`config.mk`:
```
export PLATFORM = sky130hd
export DESIGN_NAME = acmi_sched
export DESIGN_NICKNAME = d
export VERILOG_FILES = /design/src/rtl/acmi_sched.sv
export SDC_FILE = /design/constraint.sdc
export NUM_CORES = 1
export LEC_CHECK = 0
export ABC_AREA = 1
export CAP_MARGIN = 40
export CORE_ASPECT_RATIO = 0.9
export CORE_MARGIN = 4
export CORE_UTILIZATION = 61
export DETAILED_ROUTE_END_ITERATION = 16
export DONT_BUFFER_PORTS = 1
export GPL_TIMING_DRIVEN = 0
export PLACE_DENSITY = 0.78
export SKIP_LAST_GASP = 1
export SLEW_MARGIN = 15
export SYNTH_ARGS = -nofsm -noshare
export SYNTH_HDL_FRONTEND = slang
export SYNTH_SLANG_ARGS = --single-unit
export TNS_END_PERCENT = 10
```
`constraint.sdc`:
```
create_clock -name clk_i -period 4.1 [get_ports clk_i]
set_input_delay 0.615 -clock clk_i [delete_from_list [all_inputs] [get_ports clk_i]]
set_output_delay 0.615 -clock clk_i [all_outputs]
set_load 0.01 [all_outputs]
```
`src/rtl/acmi_sched.sv`:
```
// Sequencing controller for the ACMI minhash datapath: steps a k-mer window across
// each fragment, tracks signature returns, then runs sorter and extender in turn.
module acmi_sched #(
    parameter  int FRAG_BYTES = 32,
    parameter  int KMER_BYTES = 16,
    parameter  int IDX_W      = 32,
    localparam int NUM_KMERS  = FRAG_BYTES - KMER_BYTES + 1,
    localparam int OFF_W      = $clog2(NUM_KMERS)
) (
    input  logic             clk_i,
    input  logic             reset_ni,
    input  logic             start_i,
    input  logic             abort_i,
    input  logic             frag_valid_i,
    input  logic             frag_last_i,
    output logic             frag_ready_o,
    output logic [OFF_W-1:0] kmer_offset_o,
    output logic             kmer_valid_o,
    input  logic             hash_ready_i,
    output logic [IDX_W-1:0] kmer_index_o,
    input  logic             sig_valid_i,
    output logic             sort_start_o,
    input  logic             sort_done_i,
    output logic             ext_start_o,
    input  logic             ext_done_i,
    output logic             busy_o,
    output logic [15:0]      frag_count_o
);

    localparam int RET_W = $clog2(NUM_KMERS + 1);
    localparam logic [OFF_W-1:0] LAST_OFF = OFF_W'(NUM_KMERS - 1);
    localparam logic [RET_W-1:0] RET_FULL = RET_W'(NUM_KMERS);

    typedef enum logic [2:0] {
        S_IDLE, S_LOAD, S_SCAN, S_DRAIN, S_SORT, S_EXT
    } state_e;

    state_e           state_q, state_d;
    logic [OFF_W-1:0] off_q, off_d;
    logic [RET_W-1:0] ret_q, ret_d;
    logic [IDX_W-1:0] base_q, base_d;
    logic [15:0]      cnt_q, cnt_d;
    logic             last_q, last_d;
    logic             pulse_q, pulse_d;

    always_ff @(posedge clk_i or negedge reset_ni) begin
        if (!reset_ni) begin
            state_q <= S_IDLE;
            off_q   <= '0;
            ret_q   <= '0;
            base_q  <= '0;
            cnt_q   <= '0;
            last_q  <= 1'b0;
            pulse_q <= 1'b0;
        end else begin
            state_q <= state_d;
            off_q   <= off_d;
            ret_q   <= ret_d;
            base_q  <= base_d;
            cnt_q   <= cnt_d;
            last_q  <= last_d;
            pulse_q <= pulse_d;
        end
    end

    always_comb begin
        state_d = state_q;
        off_d   = off_q;
        ret_d   = ret_q;
        base_d  = base_q;
        cnt_d   = cnt_q;
        last_d  = last_q;

        // Returns only count while k-mers are outstanding; extras beyond a full set are dropped.
        if ((state_q == S_SCAN || state_q == S_DRAIN) && sig_valid_i && ret_q != RET_FULL)
            ret_d = ret_q + 1'b1;

        unique case (state_q)
            S_IDLE: begin
                if (start_i) begin
                    base_d  = '0;
                    cnt_d   = '0;
                    last_d  = 1'b0;
                    state_d = S_LOAD;
                end
            end
            S_LOAD: begin
                if (frag_valid_i) begin
                    last_d  = frag_last_i;
                    off_d   = '0;
                    ret_d   = '0;
                    state_d = S_SCAN;
                end
            end
            S_SCAN: begin
                if (hash_ready_i) begin
                    if (off_q == LAST_OFF) begin
                        off_d   = '0;
                        state_d = S_DRAIN;
                    end else begin
                        off_d = off_q + 1'b1;
                    end
                end
            end
            S_DRAIN: begin
                if (ret_q == RET_FULL) begin
                    base_d  = base_q + IDX_W'(NUM_KMERS);
                    state_d = S_SORT;
                end
            end
            S_SORT: begin
                if (sort_done_i) state_d = S_EXT;
            end
            S_EXT: begin
                if (ext_done_i) begin
                    if (cnt_q != 16'hFFFF) cnt_d = cnt_q + 1'b1;
                    state_d = last_q ? S_IDLE : S_LOAD;
                end
            end
            default: state_d = S_IDLE;
        endcase

        if (abort_i) begin
            state_d = S_IDLE;
            off_d   = '0;
            ret_d   = '0;
            base_d  = '0;
            cnt_d   = '0;
            last_d  = 1'b0;
        end
    end

    // Marks the first cycle spent in SORT or EXT so the start strobes are single-cycle.
    assign pulse_d = (state_d != state_q) && (state_d == S_SORT || state_d == S_EXT);

    assign frag_ready_o  = (state_q == S_LOAD);
    assign kmer_valid_o  = (state_q == S_SCAN);
    assign kmer_offset_o = (state_q == S_SCAN) ? off_q : '0;
    assign kmer_index_o  = (state_q == S_SCAN) ? (base_q + IDX_W'(off_q)) : '0;
    assign sort_start_o  = (state_q == S_SORT) && pulse_q;
    assign ext_start_o   = (state_q == S_EXT) && pulse_q;
    assign busy_o        = (state_q != S_IDLE);
    assign frag_count_o  = cnt_q;

endmodule

```
==> results_tabular.tex <==
\begin{tabular}{lr}
\hline
Metric & Value \\
\hline
\multicolumn{2}{l}{\textbf{Floorplan}} \\
Chip Width & 102.4 um \\
Overall die area & 9514 um2 \\
Vertical die dimension & 92.94 um \\
Placeable Area & 7657 um2 \\
Initial core utilization & 63.86\% \\
Top-level port count & 68 \\
Placement row count & 30 \\
\multicolumn{2}{l}{\textbf{Layout}} \\
Layout cell share with drive strength beyond 1 & $\sim$8.8\% \\
Commonest cells after routing, fill and taps aside & nand2\_1, nor2\_1, inv\_1 \\
Area of the multi-input gates & between 2000 and 3000 um2 \\
Post-layout net count & between 700 and 800 \\
Combined flip-flop and latch cell area & around 1600 um2 \\
Count of antenna diodes in the layout & 0 \\
Most frequent standard cell in the layout excluding fill and tap cells & nand2\_1 \\
Layout-stage area growth over the synthesis result & 7.190\% \\
Fill cell total of the finished layout & slightly below 700 \\
\multicolumn{2}{l}{\textbf{Pwr}} \\
Max rail drop VDD & around 190 uV \\
Total power consumption of the routed design & roughly 1.3 mW \\
Power density normalized to cell area & 255.4 nW/um2 \\
Leakage power figure & 2.388 nW \\
\multicolumn{2}{l}{\textbf{STA}} \\
RSZ-0062 raised after global routing & no \\
Setup Viol. Count Final & 0 \\
Number of hold violations in the final report & 0 \\
Fraction of the cycle the final worst path needs & 75.62\% \\
Post-route clock skew & 0.008883 ns \\
Slew at the pin closest to its max-slew limit & 0.6347 ns \\
Peak Freq & 322.5 MHz \\
Slew headroom & approximately 58\% \\
Total Negative Setup Slacks & 0 ns \\
Slew Limit Fails & 0 \\
Minimum period implied by the final worst setup slack & $\sim$3.1 ns \\
\multicolumn{2}{l}{\textbf{Clocking}} \\
Number of clock sinks & 63 \\
Total number of H-tree levels & 3 \\
Insertion delay of the later-clocked pin in the worst-skew pair & 0.35 ns \\
CTS clk-pin slew, worst paths & around 0.07 ns \\
Clock Path Buffers & 2 \\
Clock root buffer & clkbuf\_8 \\
CTS tree & yes \\
TritonCTS Buffers & 9 \\
\multicolumn{2}{l}{\textbf{Yosys}} \\
Sequential-to-total area share from yosys stat & 32.24\% \\
Synth warnings & 0 \\
Cell area after technology mapping & between 4000 and 5000 um2 \\
Main area contributors after synthesis & dfrtp\_1, nand2\_1, nand3\_1 \\
Top-area cell type share of the netlist area & 32.24\% \\
Yosys top cell by area & dfrtp\_1 \\
Flip-flop and latch count after synthesis & 63 \\
Post-Syn Nets & 755 \\
Mapped Cells & approximately 730 \\
Synthesized area per cell & between 6 and 7 um2 \\
Netlist cell types & 47 \\
\multicolumn{2}{l}{\textbf{Routing}} \\
Routed via count divided by cell count & $\sim$5.8 \\
Final wirelength & about 14 mm \\
Number of design rule violations left after detail routing & 0 \\
Number of DRC markers in iteration 0 & approximately 430 \\
Routed Antenna Nets & 0 \\
Number of optimization iterations in the first detailed-route pass & 6 \\
Total number of vias & roughly 5,000 \\
Post-DR wirelength/cell & 16.81 um \\
\multicolumn{2}{l}{\textbf{Worst setup path}} \\
CP Class & reg -> out \\
Register-to-register path setup slack & 2.04 ns \\
Worst-path fanout max & 6 \\
Nature of the critical path startpoint & flop \\
Critical path data arrival time & roughly 2.5 ns \\
Worst EP required & 3.48 ns \\
Kind of capture point of the worst setup path & output port \\
\multicolumn{2}{l}{\textbf{Global route}} \\
Via count of the first global-routing pass & 4,691 \\
Number of antenna violations at the first check in global routing & 0 \\
Remaining global-route overflow & 0 \\
Total routing usage reported by global routing & 31.68\% \\
Largest net degree at the start of global routing & 64 \\
First-pass GRT wire length & 23.49 mm \\
\multicolumn{2}{l}{\textbf{Placed design}} \\
Detailed Place HPWL & around 11 mm \\
RD Place Congestion & 0.9939 \\
Count of port buffers added during placement & 0 \\
\multicolumn{2}{l}{\textbf{Hold path}} \\
HP Class & in -> async \\
\multicolumn{2}{l}{\textbf{Run status}} \\
Run status & completed \\
\multicolumn{2}{l}{\textbf{Job}} \\
Max-Cap Viols & 0 \\
\hline
\end{tabular}
-- flip-flops by register name (all words and copies together) (netlist names) --
name          count
base_q           32
frag_count_o     16
last_q            1
off_q             5
pulse_q           1
ret_q             5
state_q           3
-- area by class of cell --
type | instances | share of cell area, %
Buffer | 15 | 1.886
Multi-Input combinational cell | 564 | 54.76
Timing Repair Buffer | 2 | 0.6207
Sequential cell | 63 | 30.08
Clock buffer | 11 | 2.698
Inverter | 91 | 6.565
Tap cell | 96 | 2.292
Clock inverter | 5 | 1.098
-- cells in the mapped netlist, drive strengths merged --
library cell,count
buf,13
o22ai,1
nand3,84
nor3,29
xnor2,1
fa,1
clkbuf,2
nand3b,2
nor4,1
o31ai,1
o211ai,1
a31oi,4
or2,2
nand2,193
o21ai,43
a22o,1
xor2,24
inv,90
a21oi,33
a21boi,1
clkinv,1
nor3b,1
dfrtp,63
and3,1
nand4,16
nor2,111
ha,11
a211oi,1
o21bai,1
-- stage by stage --
stage / util [%] / setup WS [ns] / hold WS [ns] / instances / area (um2)
2_1_floorplan: - / 1.739 / 0.3194 / 733 / 4890
3_3_place_gp: 65.42 / 1.344 / 0.3209 / 829 / 5010
3_5_place_dp: 65.42 / 1.325 / 0.3209 / 829 / 5010
4_1_cts: 68.38 / 0.9407 / 0.1461 / 846 / 5236
5_1_grt: 68.45 / 0.7970 / 0.1517 / 847 / 5241
6_report: 68.45 / 0.9996 / 0.1364 / 847 / 5241
-- power breakdown --
group          switching, mW  internal [mW]
clock                  0.261          0.298
sequential           0.00719          0.627
combinational          0.106         0.0391
-- worst paths after layout --
path,startpoint,end,cells past startpoint
min in group clk_i,frag_valid_i,state_q[1],2
hold reg to reg,last_q,last_q,2
setup / recovery,base_q[0],kmer_index_o[6],9
hold / removal,reset_ni,off_q[4],1
max in group asynchronous,reset_ni,base_q[27],1
setup reg to reg,frag_count_o[0],frag_count_o[6],7
-- logic make-up after synthesis --
family	Yosys count	share of synthesized area, %
AOI/OAI and AO/OA	87	9.980
xor gates and xnor gates	25	4.478
adders and majority gates	12	3.224
buffers and inverters	106	9.058
DFF	63	32.24
and+or+nand+nor	440	41.02
-- per-layer routing --
metal | share of wire [%] | up-vias | track usage, % | wire length (um)
met4 | 2.0 | 0 | 10.05 | 290
met1 | 45 | 2294 | 46.74 | 6368
met3 | 9.7 | 31 | 6.627 | 1388
li1 | - | 2404 | - | -
met2 | 43 | 218 | 46.05 | 6194
met5 | 0 | - | 0 | 0
-- what timing repair did --
action                                 in CTS  in global routing
resized for setup                           0                  0
endpoints found under the hold margin      63                  0
buffers inserted                            0                  0
hold buffers                                1                  0
-- worst max-delay path: stages (launching register included) --
cell,delay [ns]
dfrtp_1,0.44
ha_1,0.23
fa_1,0.44
nand3_1,0.10
nand2_1,0.13
nand3_1,0.12
nand2_1,0.20
nand2_1,0.11
nand2_1,0.06
a31oi_1,0.30
No activity file was read; power rests on OpenSTA's default activity.
